`src/rtl/bm_mult_pipe_if.sv`:
```
// Operand/result bundle for the block-minifloat multiplier pipeline.
// slave is the multiplier's view, master is the view of whatever drives it.
interface bm_mult_pipe_if #(
  parameter int E     = 3,
  parameter int M     = 4,
  parameter int OE    = E + 1,
  parameter int SB    = 3,
  parameter int LANES = 4
);
  localparam int W  = 1 + E + M;
  localparam int OW = 1 + OE + M;

  logic                  in_valid;
  logic                  in_ready;
  logic [LANES*W-1:0]    a;
  logic [LANES*W-1:0]    b;
  logic [SB-1:0]         sb_a;
  logic [SB-1:0]         sb_b;
  logic                  rnd_mode;
  logic                  out_valid;
  logic                  out_ready;
  logic [LANES*OW-1:0]   p;
  logic [SB:0]           sb_p;
  logic [LANES-1:0]      ovf;
  logic [LANES-1:0]      unf;
  logic                  ovf_sticky;
  logic                  sticky_clr;

  modport slave (
    input  in_valid, a, b, sb_a, sb_b, rnd_mode, out_ready, sticky_clr,
    output in_ready, out_valid, p, sb_p, ovf, unf, ovf_sticky
  );

  modport master (
    output in_valid, a, b, sb_a, sb_b, rnd_mode, out_ready, sticky_clr,
    input  in_ready, out_valid, p, sb_p, ovf, unf, ovf_sticky
  );
endinterface

```
`src/rtl/bm_mult_pipe.sv`:
```
// Three-stage, multi-lane block-minifloat multiplier: product, normalise/round,
// then saturate into an OE-bit signed exponent. One global stall enable.
module bm_mult_pipe #(
  parameter int E     = 3,
  parameter int M     = 4,
  parameter int OE    = E + 1,
  parameter int SB    = 3,
  parameter int LANES = 4
) (
  input  logic           clk,
  input  logic           rst_n,
  bm_mult_pipe_if.slave  io
);
  localparam int W  = 1 + E + M;
  localparam int OW = 1 + OE + M;
  localparam int PW = 2 * M + 2;
  localparam int XW = E + 3;
  localparam logic signed [XW-1:0] EXP_MAX = XW'((2 ** (OE - 1)) - 1);
  localparam logic signed [XW-1:0] EXP_MIN = XW'(-(2 ** (OE - 1)));

  logic                en;
  logic                v1_q, v1_d, v2_q, v2_d, v3_q, v3_d;
  logic                rnd1_q, rnd1_d;
  logic [SB:0]         sbs1_q, sbs1_d, sbs2_q, sbs2_d, sbp_q, sbp_d;
  logic                sticky_q, sticky_d;
  logic [LANES*OW-1:0] p_w;
  logic [LANES-1:0]    ovf_w;
  logic [LANES-1:0]    unf_w;

  assign en             = !v3_q || io.out_ready;
  assign io.in_ready    = en;
  assign io.out_valid   = v3_q;
  assign io.p           = p_w;
  assign io.sb_p        = sbp_q;
  assign io.ovf         = ovf_w;
  assign io.unf         = unf_w;
  assign io.ovf_sticky  = sticky_q;

  always_comb begin
    v1_d     = v1_q;
    v2_d     = v2_q;
    v3_d     = v3_q;
    rnd1_d   = rnd1_q;
    sbs1_d   = sbs1_q;
    sbs2_d   = sbs2_q;
    sbp_d    = sbp_q;
    sticky_d = sticky_q;
    if (en) begin
      v1_d   = io.in_valid;
      v2_d   = v1_q;
      v3_d   = v2_q;
      rnd1_d = io.rnd_mode;
      sbs1_d = {io.sb_a[SB-1], io.sb_a} + {io.sb_b[SB-1], io.sb_b};
      sbs2_d = sbs1_q;
      sbp_d  = sbs2_q;
    end
    // Clear wins over a set arriving in the same cycle.
    if (io.sticky_clr) begin
      sticky_d = 1'b0;
    end else if (v3_q && io.out_ready && |ovf_w) begin
      sticky_d = 1'b1;
    end
  end

  always_ff @(posedge clk or negedge rst_n) begin
    if (!rst_n) begin
      v1_q     <= 1'b0;
      v2_q     <= 1'b0;
      v3_q     <= 1'b0;
      rnd1_q   <= 1'b0;
      sbs1_q   <= '0;
      sbs2_q   <= '0;
      sbp_q    <= '0;
      sticky_q <= 1'b0;
    end else begin
      v1_q     <= v1_d;
      v2_q     <= v2_d;
      v3_q     <= v3_d;
      rnd1_q   <= rnd1_d;
      sbs1_q   <= sbs1_d;
      sbs2_q   <= sbs2_d;
      sbp_q    <= sbp_d;
      sticky_q <= sticky_d;
    end
  end

  for (genvar gi = 0; gi < LANES; gi++) begin : g_lane
    logic [W-1:0]           a_l, b_l;
    logic                   sign1_q, sign1_d;
    logic [PW-1:0]          prod1_q, prod1_d;
    logic signed [E:0]      exp1_q, exp1_d;
    logic                   sign2_q, sign2_d;
    logic [M-1:0]           man2_q, man2_d;
    logic signed [XW-1:0]   exp2_q, exp2_d;
    logic [OW-1:0]          p_q, p_d;
    logic                   ovf_q, ovf_d, unf_q, unf_d;
    logic                   hi, guard, sticky, round_up;
    logic [M-1:0]           frac;
    logic [M:0]             rsum;

    assign a_l = io.a[gi*W +: W];
    assign b_l = io.b[gi*W +: W];

    always_comb begin
      sign1_d = sign1_q;
      prod1_d = prod1_q;
      exp1_d  = exp1_q;
      sign2_d = sign2_q;
      man2_d  = man2_q;
      exp2_d  = exp2_q;
      p_d     = p_q;
      ovf_d   = ovf_q;
      unf_d   = unf_q;

      // Product of 1.x significands lies in [1,4); the MSB selects the normalising shift.
      hi       = prod1_q[PW-1];
      frac     = hi ? prod1_q[2*M -: M] : prod1_q[2*M-1 -: M];
      guard    = hi ? prod1_q[M] : prod1_q[M-1];
      sticky   = hi ? |prod1_q[M-1:0] : |prod1_q[M-2:0];
      round_up = !rnd1_q && guard && (sticky || frac[0]);
      rsum     = {1'b0, frac} + {{M{1'b0}}, round_up};

      if (en) begin
        sign1_d = a_l[W-1] ^ b_l[W-1];
        prod1_d = {{(M+1){1'b0}}, 1'b1, a_l[M-1:0]} * {{(M+1){1'b0}}, 1'b1, b_l[M-1:0]};
        exp1_d  = {a_l[W-2], a_l[W-2:M]} + {b_l[W-2], b_l[W-2:M]};

        sign2_d = sign1_q;
        man2_d  = rsum[M-1:0];
        exp2_d  = {{(XW-E-1){exp1_q[E]}}, exp1_q} + XW'(hi) + XW'(rsum[M]);

        ovf_d = 1'b0;
        unf_d = 1'b0;
        if (exp2_q > EXP_MAX) begin
          p_d   = {sign2_q, EXP_MAX[OE-1:0], {M{1'b1}}};
          ovf_d = 1'b1;
        end else if (exp2_q < EXP_MIN) begin
          p_d   = {sign2_q, EXP_MIN[OE-1:0], {M{1'b0}}};
          unf_d = 1'b1;
        end else begin
          p_d   = {sign2_q, exp2_q[OE-1:0], man2_q};
        end
      end
    end

    always_ff @(posedge clk or negedge rst_n) begin
      if (!rst_n) begin
        sign1_q <= 1'b0;
        prod1_q <= '0;
        exp1_q  <= '0;
        sign2_q <= 1'b0;
        man2_q  <= '0;
        exp2_q  <= '0;
        p_q     <= '0;
        ovf_q   <= 1'b0;
        unf_q   <= 1'b0;
      end else begin
        sign1_q <= sign1_d;
        prod1_q <= prod1_d;
        exp1_q  <= exp1_d;
        sign2_q <= sign2_d;
        man2_q  <= man2_d;
        exp2_q  <= exp2_d;
        p_q     <= p_d;
        ovf_q   <= ovf_d;
        unf_q   <= unf_d;
      end
    end

    assign p_w[gi*OW +: OW] = p_q;
    assign ovf_w[gi]        = ovf_q;
    assign unf_w[gi]        = unf_q;
  end
endmodule

```
`src/flat_wrapper.sv`:
```
// flat-port wrapper written by rule: the top's interface ports become plain ports
module bm_mult_pipe_flat 
#(
  parameter int E     = 3,
  parameter int M     = 4,
  parameter int OE    = E + 1,
  parameter int SB    = 3,
  parameter int LANES = 4
)
  (clk, rst_n, io_in_valid, io_a, io_b, io_sb_a, io_sb_b, io_rnd_mode, io_out_ready, io_sticky_clr, io_in_ready, io_out_valid, io_p, io_sb_p, io_ovf, io_unf, io_ovf_sticky);
  bm_mult_pipe_if #(.E(E), .M(M), .OE(OE), .SB(SB), .LANES(LANES)) io_i ();
  input  logic clk;
  input  logic rst_n;
  input wire logic [$bits(io_i.in_valid)-1:0] io_in_valid;
  input wire logic [$bits(io_i.a)-1:0] io_a;
  input wire logic [$bits(io_i.b)-1:0] io_b;
  input wire logic [$bits(io_i.sb_a)-1:0] io_sb_a;
  input wire logic [$bits(io_i.sb_b)-1:0] io_sb_b;
  input wire logic [$bits(io_i.rnd_mode)-1:0] io_rnd_mode;
  input wire logic [$bits(io_i.out_ready)-1:0] io_out_ready;
  input wire logic [$bits(io_i.sticky_clr)-1:0] io_sticky_clr;
  output wire logic [$bits(io_i.in_ready)-1:0] io_in_ready;
  output wire logic [$bits(io_i.out_valid)-1:0] io_out_valid;
  output wire logic [$bits(io_i.p)-1:0] io_p;
  output wire logic [$bits(io_i.sb_p)-1:0] io_sb_p;
  output wire logic [$bits(io_i.ovf)-1:0] io_ovf;
  output wire logic [$bits(io_i.unf)-1:0] io_unf;
  output wire logic [$bits(io_i.ovf_sticky)-1:0] io_ovf_sticky;
  assign io_i.in_valid = io_in_valid;
  assign io_i.a = io_a;
  assign io_i.b = io_b;
  assign io_i.sb_a = io_sb_a;
  assign io_i.sb_b = io_sb_b;
  assign io_i.rnd_mode = io_rnd_mode;
  assign io_i.out_ready = io_out_ready;
  assign io_i.sticky_clr = io_sticky_clr;
  assign io_in_ready = io_i.in_ready;
  assign io_out_valid = io_i.out_valid;
  assign io_p = io_i.p;
  assign io_sb_p = io_i.sb_p;
  assign io_ovf = io_i.ovf;
  assign io_unf = io_i.unf;
  assign io_ovf_sticky = io_i.ovf_sticky;
  bm_mult_pipe #(.E(E), .M(M), .OE(OE), .SB(SB), .LANES(LANES)) u_core (.clk(clk), .rst_n(rst_n), .io(io_i));
endmodule
```
`config.mk`:
```
export PLATFORM = sky130hd
export DESIGN_NAME = bm_mult_pipe_flat
export DESIGN_NICKNAME = d
export VERILOG_FILES = /design/src/rtl/bm_mult_pipe_if.sv /design/src/rtl/bm_mult_pipe.sv /design/src/flat_wrapper.sv
export SDC_FILE = /design/constraint.sdc
export NUM_CORES = 1
export LEC_CHECK = 0
export ABC_AREA = 1
export CAP_MARGIN = 20
export CORE_MARGIN = 2
export CORE_UTILIZATION = 59
export CTS_BUF_LIST = sky130_fd_sc_hd__clkbuf_8
export CTS_CLUSTER_SIZE = 10
export DETAILED_ROUTE_END_ITERATION = 10
export PLACE_DENSITY = 0.83
export RECOVER_POWER = 25
export SYNTH_ARGS = -nofsm -noshare
export SYNTH_HDL_FRONTEND = slang
export SYNTH_SLANG_ARGS = --single-unit
```
`constraint.sdc`:
```
create_clock -name clk -period 2.5 [get_ports clk]
set_input_delay 0.5 -clock clk [delete_from_list [all_inputs] [get_ports clk]]
set_output_delay 0.5 -clock clk [all_outputs]
set_load 0.02 [all_outputs]
```
* Word-level counts from Yosys, hierarchy flattened
Cells that the tools add are included.
Operators by class: bitwise logic cells 4, add/subtract/negate cells 17, reductions and logical operators 27, magnitude comparators 8, mux-type cells 34, $mul 4
Operator list (count):
- 2-to-1 mux 8 bit | 8
- multiplier 5 x 5 -> 10 bit | 4
- adder 6 x 1 -> 6 bit | 4
- greater-than comparator 6 x 4 -> 1 bit (second input constant) | 4
- less-than comparator 6 x 4 -> 1 bit (second input constant) | 4
- 2-to-1 mux 1 bit | 22
- adder 3 x 3 -> 4 bit | 5
- adder 4 x 1 -> 5 bit | 4
- adder 4 x 2 -> 5 bit | 4
- OR reduction 4 bit | 5
- 2-to-1 mux 4 bit | 4
- OR reduction 3 bit | 4
- logical AND 1 bit | 10
- logical OR 1 bit | 5
- XOR 1 bit | 4
- logical NOT 1 bit | 2
- nonzero test 2 bit | 1
Storage, ports and cells: bits in registers 165, word-level logic and storage cells 138, input bits 76

* Longest topological paths before layout
Gate-level depths: netlist of the first run.
depth after elaboration 6, depth in mapped cells 16, mapped depth without buffers 16

* Least setup slack after synthesis of the first run
OpenSTA, ideal clock, no wires.
kind in2reg, start in io_a[17], end reg u_core.g_lane[2].prod1_q[9], arrival 2981 ps, cell stages on the path 14, path slack -599 ps, buffers on the path 0, required time 2383 ps, cells stage by stage nand2_1 inv_1 fa_1 inv_1 fa_1 fa_1 inv_1 ha_1 a21oi_1 nand2_1 nand2_1 nand3_1 nand3_1 nand2_1
On the way: cells in the longest elaborated chain, start to end 1
RTL lines:
- from (decl) | RTL line flat_wrapper.sv:15 | input wire logic [$bits(io_i.a)-1:0] io_a;
- multiplier 5 x 5 -> 10 bit | RTL line bm_mult_pipe.sv:125 | prod1_d = {{(M+1){1'b0}}, 1'b1, a_l[M-1:0]} * {{(M+1){1'b0}}, 1'b1, b_l[M-1:0]};
- to (signal assigned) | RTL line bm_mult_pipe.sv:159 | prod1_q <= prod1_d;
- to (decl) | RTL line bm_mult_pipe.sv:90 | logic [PW-1:0] prod1_q, prod1_d;
Every way passes these cells. A chain may end at the register's enable or synchronous reset.

* Worst setup path in the final report of the first run
start in io_b[2], end reg u_core.g_lane[0].prod1_q[5]
On the way: cells in the longest elaborated chain, start to end 1
RTL lines:
- from (decl) | RTL line flat_wrapper.sv:16 | input wire logic [$bits(io_i.b)-1:0] io_b;
- multiplier 5 x 5 -> 10 bit | RTL line bm_mult_pipe.sv:125
- to (signal assigned) | RTL line bm_mult_pipe.sv:159
- to (decl) | RTL line bm_mult_pipe.sv:90
Every way passes these cells.

==> results of run 1 <==
==> flip-flops by register name, indices dropped and copies added (netlist names), 4 cells and up <==
signal,flops
u_core.sbs1_q,4
u_core.g_lane.sign1_q,4
u_core.sbs2_q,4
u_core.g_lane.prod1_q,40
u_core.g_lane.p_q,36
u_core.g_lane.man2_q,16
u_core.g_lane.ovf_q,4
u_core.io.sb_p,4
u_core.g_lane.exp1_q,16
u_core.g_lane.sign2_q,4
u_core.g_lane.exp2_q,24
u_core.g_lane.unf_q,4
==> synth_stat cells, drive strengths merged <==
| library cell | number | share of area, % |
|---|---|---|
| inv | 227 | 7.8 |
| nand2 | 454 | 16 |
| nand4 | 6 | 0.34 |
| buf | 41 | 2.3 |
| o31ai | 2 | 0.14 |
| ha | 103 | 12 |
| fa | 41 | 7.5 |
| a31oi | 4 | 0.64 |
| nand3 | 81 | 3.7 |
| a21oi | 22 | 1.0 |
| nor2 | 92 | 3.3 |
| clkbuf | 4 | 0.14 |
| o21ai | 122 | 5.6 |
| o21a | 4 | 0.27 |
| dfrtp | 165 | 38 |
| a21boi | 5 | 0.34 |
| or2 | 3 | 0.17 |
| xor2 | 9 | 0.72 |
| xnor2 | 8 | 0.64 |
| and2 | 2 | 0.11 |
| o22ai | 9 | 0.51 |
==> how the worst min path moves through the flow <==
stage / slack (ns) / end / startpoint / cells past startpoint
after floorplan: 0.20 / u_core.g_lane[0].exp1_q[0] / rst_n / 0
after global placement: 0.45 / u_core.io.out_valid / u_core.v2_q / 1
after detailed placement: 0.45 / u_core.io.out_valid / u_core.v2_q / 1
after CTS: 0.39 / u_core.g_lane[1].prod1_q[0] / io_a[8] / 4
after global routing: 0.45 / u_core.g_lane[1].prod1_q[0] / io_a[8] / 4
final: 0.43 / u_core.g_lane[1].prod1_q[0] / io_a[8] / 4
==> worst min-delay path, stage by stage <==
cell and delay [ns]:
buf_8 0.08, buf_4 0.12, nand3_1 0.07, o21ai_0 0.07
==> through the flow <==
stage	worst slack (ns)	instances	TNS [ns]	hold WS, ns
after floorplan	-0.390	1404	-7.59	0.204
after global placement	-1.01	1790	-26.09	0.450
after detailed placement	-1.12	1790	-27.86	0.453
after CTS	-0.248	1827	-2.86	0.393
after global routing	-0.326	1830	-5.31	0.448
final	-0.274	1830	-4.00	0.426
==> kinds of logic after synthesis <==
family	after synthesis	synth area share (%)
buf+inv	272	10.2
compound gates	168	8.46
flops	165	37.6
xor+xnor	17	1.36
simple gates	638	23.1
fa+ha+maj	144	19.2
==> per-layer routing <==
metal  vias up  GRT usage, %  share of wire, %
met5         -             0                 0
met4         0          8.08               2.4
met3        74          4.41               5.5
met2       349          42.8                48
met1      4646          35.7                44
li1       4745             -                 -
==> what timing repair did <==
action / CTS / global route
endpoints found under the setup margin: 29 / 28
endpoints found under the hold margin: 12 / 0
pin swaps: 56 / 46
hold buffers: 1 / 0
resized for setup: 183 / 66
buffers inserted: 5 / 5
==> report_power, final <==
part | switching [mW] | internal [mW]
Sequential | 0.752 | 3.82
Combinational | 3.87 | 2.88
Clock | 1.10 | 0.813
==> cell type report <==
type                       instances  share of cell area (%)
inverter                         227                    6.18
multi-input combinational        967                    45.8
clock inverter                    14                    1.01
sequential                       165                    29.4
clock buffer                      17                    1.67
tap                              229                    2.04
timing repair buffer             211                    13.9
==> results.py, run 1 <==
metrics = {
    "status": {
        "outcome": "finished, violations left",
        "violations": "capacitance limit, slew limit, setup timing",
    },
    "die": {
        "initial_core_utilization_pct": 60.7,
        "floorplan.io_pins": 127,
        "placeable_core_region_mm2": 0.0181,
        "dieArea_mm2": 0.0197,
        "die-width_um": 140,
        "die_h_um": 140,
        "fp-row-count": 49,
    },
    "setup_path": {
        "max_stage_delay_ns": 0.54,
        "critical_path.cell_chain": "buf_8, nand2_4, inv_2, fa_1, inv_1, fa_1, fa_1, inv_2, ha_4, nor2_2, nand2_2, and2_4, nand2_2, nand2_1, o22ai_1",
        "worstPathBufferInverterCount": 4,
        "path_common_cell": "fa_1",
        "timing_worst_setup_path_type": "in -> reg",
        "r2r_start": "u_core.g_lane[3].prod1_q[9]",
        "endpoint_kind": "flip-flop",
        "setup.reg_to_reg.worst_slack_ns": 0.16,
        "worst_setup_path_endpoint": "u_core.g_lane[0].prod1_q[5]",
        "critPathArrivalTime_ns": 3.15,
        "path_depth": 15,
        "critical_path.slowest_cell": "fa_1",
        "critPathLaunch": "io_b[2]",
        "timing.critical_path.from_type": "input port",
        "rr_worst_depth": 15,
        "regToRegEndpoint": "u_core.g_lane[3].exp2_q[4]",
        "required_ns": 2.87,
        "critical-path-top-delay-family": "adder cells",
        "timing.critical_path.fanout_max": 3,
    },
    "yosys": {
        "synth_cell_types": 28,
        "synth-seq-area-share_pct": 37.6,
        "post_synth_inst_count": 1404,
        "number_of_flip_flops_and_latches_in_the_synthesized_netlist": 165,
        "syn_nets": 1624,
        "synth_warnings": 0,
        "syn_area_mm2": 0.0110,
        "postSynthAreaPerCell_um2": 7.82,
    },
    "cts": {
        "clock_tree.root_cell": "clkbuf_8",
        "cts-buffers-inserted": 17,
        "insertion_delay_ns": 0.47,
        "clk_pin_slew_ns": 0.09,
        "cts_tree": "done",
        "cts.sinks": 165,
        "htree_depth": 4,
        "clock_path_buffers": 2,
    },
    "global_route": {
        "overflow": 0,
        "grt_pass1_wl_mm": 42.2,
        "antenna_found_initial": 0,
        "grt_usage_pct": 26.1,
        "first_global_vias": 9295,
        "pin_count_of_the_biggest_net_entering_global_routing": 146,
    },
    "sta": {
        "slew-limit-headroom_pct": -0.602,
        "clock-skew-final_ns": 0.0150,
        "final.period_utilization_pct": 111,
        "grt_setup_unrepaired": "true",
        "finalSetupViolCount": 23,
        "fmax_mhz": 360,
        "finalMaxSlewViolations": 60,
        "worst_pin_slew_ns": 1.51,
        "fin_ws_ns": -0.274,
        "report.final.hold_viol_count": 0,
        "min_period_ns": 2.77,
    },
    "layout": {
        "final_net_count": 1809,
        "final_cell_mix": "nand2_1 (419), inv_1 (204), dfrtp_1 (163), o21ai_0 (105), clkdlybuf4s50_1 (99)",
        "seq_area_mm2": 0.00413,
        "post_route_cells_drive_above_1_share_pct": 18.0,
        "n_antenna_cell": 0,
        "filler_cell_count": 1192,
        "fin_area_mm2": 0.0140,
        "synthToLayoutAreaGrowth_pct": 27.8,
        "multiInputGateArea_mm2": 0.00643,
        "layout.cells.most_common": "nand2_1",
        "layout.core_utilization_pct": 77.6,
    },
    "power": {
        "power.static_leakage_nw": 7.39,
        "vdd_ir_drop_max_mv": 0.473,
        "power_mw": 13.2,
        "power.density_cell_area_mw_per_mm2": 943,
    },
    "placement": {
        "placement.cell_area_mm2": 0.0130,
        "buffer_ports.inserted": 126,
        "gp_routability_congestion": 0.848,
        "post_dp_hpwl_mm": 17.3,
    },
    "routing": {
        "drc": 0,
        "vias": 9814,
        "detail_route.wirelength_mm": 26.7,
        "ant_nets": 0,
        "vias_per_cell": 5.36,
        "first_pass_iters": 5,
        "wl_per_cell_um": 14.6,
        "drt_first_iter_violations": 604,
    },
    "job": {
        "maxCapViolations": 1,
    },
    "hold_path": {
        "hold_path.class": "in -> reg",
    },
}
Power figures use the tool's default switching activity.
==> run 2: changes to the inputs <==
--- a/config.mk
+++ b/config.mk
@@ -6,8 +6,8 @@
 export NUM_CORES = 1
 export LEC_CHECK = 0
 export ABC_AREA = 1
+export ABC_CLOCK_PERIOD_IN_PS = 2500
 export CAP_MARGIN = 20
-export CORE_MARGIN = 2
 export CORE_UTILIZATION = 59
 export CTS_BUF_LIST = sky130_fd_sc_hd__clkbuf_8
 export CTS_CLUSTER_SIZE = 10
==> run 2 against run 1 <==
The run ends with DRC, setup timing left; fmax rose by 1.0%; die area fell by 2.8%; sequential power barely moved; cell area rose by 0.73%; routed wire length rose by 6.2%; register-to-register slack barely moved; sequential cell count did not move; non-clock buffer count rose by 7; via count rose by 2.0%; worst hold slack improved by 0.0094 ns; critical endpoint is now u_core.g_lane[2].prod1_q[7].
==> results.py, run 2 (synthesis results as in run 1) <==
metrics = {
    "setup_path": {
        "critical_path.slowest_cell": "fa_1",
        "setup.reg_to_reg.worst_slack_ns": 0.15,
        "required_ns": 2.86,
        "timing.critical_path.fanout_max": 4,
        "timing.critical_path.from_type": "input port",
        "endpoint_kind": "flip-flop",
        "critPathArrivalTime_ns": 3.11,
        "rr_worst_depth": 14,
        "critPathLaunch": "io_a[17]",
        "timing_worst_setup_path_type": "in -> reg",
        "r2r_start": "u_core.g_lane[3].prod1_q[9]",
        "max_stage_delay_ns": 0.52,
        "critical_path.cell_chain": "buf_8, nand2_4, inv_2, fa_1, inv_2, fa_1, fa_1, inv_2, ha_4, a21oi_4, nand2_4, nand2_4, nand3_1, nand3_1, nand2_1",
    },
    "routing": {
        "first_pass_iters": 9,
        "ant_nets": 0,
        "vias": 10000,
        "drt_first_iter_violations": 728,
        "detail_route.wirelength_mm": 28.3,
        "wl_per_cell_um": 15.4,
        "drc": 27,
        "vias_per_cell": 5.45,
    },
    "layout": {
        "synthToLayoutAreaGrowth_pct": 28.7,
        "final-instance-count-excl-fill": 1837,
        "max_ffs_per_register": 40,
        "layout.core_utilization_pct": 78.2,
        "final_cell_mix": "nand2_1 (416), inv_1 (203), dfrtp_1 (164), o21ai_0 (105), clkdlybuf4s50_1 (99)",
        "fin_area_mm2": 0.0141,
        "biggest_registers_after_layout": "u_core.g_lane.prod1_q (40), u_core.g_lane.p_q (36), u_core.g_lane.exp2_q (24)",
        "max_flop_register": "u_core.g_lane.prod1_q",
        "layout.cells.most_common": "nand2_1",
        "post_route_cells_drive_above_1_share_pct": 18.2,
        "filler_cell_count": 1186,
        "n_antenna_cell": 0,
        "final_net_count": 1816,
    },
    "status": {
        "outcome": "finished, violations left",
        "violations": "DRC, setup timing",
    },
    "global_route": {
        "grt_usage_pct": 28.6,
        "first_global_vias": 9633,
        "pin_count_of_the_biggest_net_entering_global_routing": 98,
        "grt_pass1_wl_mm": 44.6,
        "antenna_found_initial": 0,
        "overflow": 0,
    },
    "power": {
        "power_mw": 13.5,
        "vdd_ir_drop_max_mv": 0.509,
        "power.density_cell_area_mw_per_mm2": 953,
        "power.static_leakage_nw": 7.45,
    },
    "job": {
        "maxCapViolations": 0,
    },
    "die": {
        "die_h_um": 138,
        "die-width_um": 138,
        "dieArea_mm2": 0.0192,
        "fp-row-count": 49,
        "initial_core_utilization_pct": 60.7,
        "floorplan.io_pins": 127,
        "placeable_core_region_mm2": 0.0181,
    },
    "sta": {
        "report.final.hold_viol_count": 0,
        "fin_ws_ns": -0.246,
        "min_period_ns": 2.75,
        "final.period_utilization_pct": 110,
        "slew-limit-headroom_pct": 25.4,
        "fmax_mhz": 364,
        "grt_setup_unrepaired": "true",
        "worst_hold_slack_ns": 0.436,
        "clock-skew-final_ns": 0.0147,
        "finalMaxSlewViolations": 0,
        "worst_pin_slew_ns": 1.12,
        "finalSetupViolCount": 24,
    },
    "cts": {
        "cts-buffers-inserted": 17,
        "insertion_delay_ns": 0.47,
        "cts.sinks": 165,
        "clock_path_buffers": 2,
        "cts_tree": "done",
        "htree_depth": 4,
        "clk_pin_slew_ns": 0.10,
        "clock_tree.root_cell": "clkbuf_8",
    },
    "placement": {
        "buffer_ports.inserted": 126,
        "gp_routability_congestion": 0.842,
        "dp_cells": 1797,
        "placement.cell_area_mm2": 0.0131,
        "post_dp_hpwl_mm": 17.7,
    },
    "hold_path": {
        "hold_path.class": "in -> reg",
        "min-delay-start": "io_a[24]",
        "holdPathStages": 4,
    },
}
run 2: worst paths after layout:
check	end
min in group asynchronous	u_core.g_lane[0].unf_q
setup reg to reg	u_core.g_lane[3].exp2_q[4]
hold / removal	u_core.g_lane[3].prod1_q[0]
max in group asynchronous	u_core.g_lane[3].p_q[1]
setup / recovery	u_core.g_lane[2].prod1_q[7]
hold reg to reg	u_core.io.out_valid
run 2: layer usage:
layer	track usage (%)	routed length, um	share of wire (%)
met1	37.6	11900	42
met2	47.5	13700	48
met3	4.95	1740	6.2
met4	11.0	1000	3.5
met5	0	0	0
run 2: through the flow:
step | setup WS, ns | TNS (ns)
after floorplan | -0.390 | -7.59
after global placement | -1.01 | -25.73
after detailed placement | -1.11 | -27.36
after CTS | -0.212 | -2.52
after global routing | -0.325 | -12.40
final | -0.246 | -4.02
run 2: area by class of cell:
class / instances / area [um2] / area share (%)
timing repair buffer: 218 / 2030 / 14.4
clock inverter: 14 / 169 / 1.19
tap: 229 / 287 / 2.03
multi-input combinational: 967 / 6420 / 45.4
inverter: 227 / 867 / 6.13
clock buffer: 17 / 234 / 1.66
sequential: 165 / 4130 / 29.2
run 2: report_power, final:
group / internal (mW) / leakage (nW) / total [mW] / switching, mW
Combinational: 2.93 / 5.25 / 6.87 / 3.94
Clock: 0.919 / 0.206 / 2.04 / 1.12
Sequential: 3.82 / 2.00 / 4.57 / 0.751
run 2: repair_timing:
| item | in CTS | in global routing |
|---|---|---|
| pin swaps | 64 | 42 |
| endpoints found under the hold margin | 41 | 0 |
| setup buffers | 7 | 2 |
| resized for setup | 182 | 57 |
| hold buffers | 1 | 0 |
| setup endpoints to repair | 28 | 26 |
run 2: critical path, delay by kind of cell:
family	cells	cell delay [ns]
compound gates	1	0.16
simple gates	6	0.49
buf+inv	4	0.22
fa+ha+maj	4	1.72
==> run 3: changes to the inputs <==
--- a/config.mk
+++ b/config.mk
@@ -6,7 +6,6 @@
 export NUM_CORES = 1
 export LEC_CHECK = 0
 export ABC_AREA = 1
-export ABC_CLOCK_PERIOD_IN_PS = 2500
 export CAP_MARGIN = 20
 export CORE_UTILIZATION = 59
 export CTS_BUF_LIST = sky130_fd_sc_hd__clkbuf_8
==> results of run 3 <==
Same layout as run 2: the final DEF is identical, and so are final timing and power.
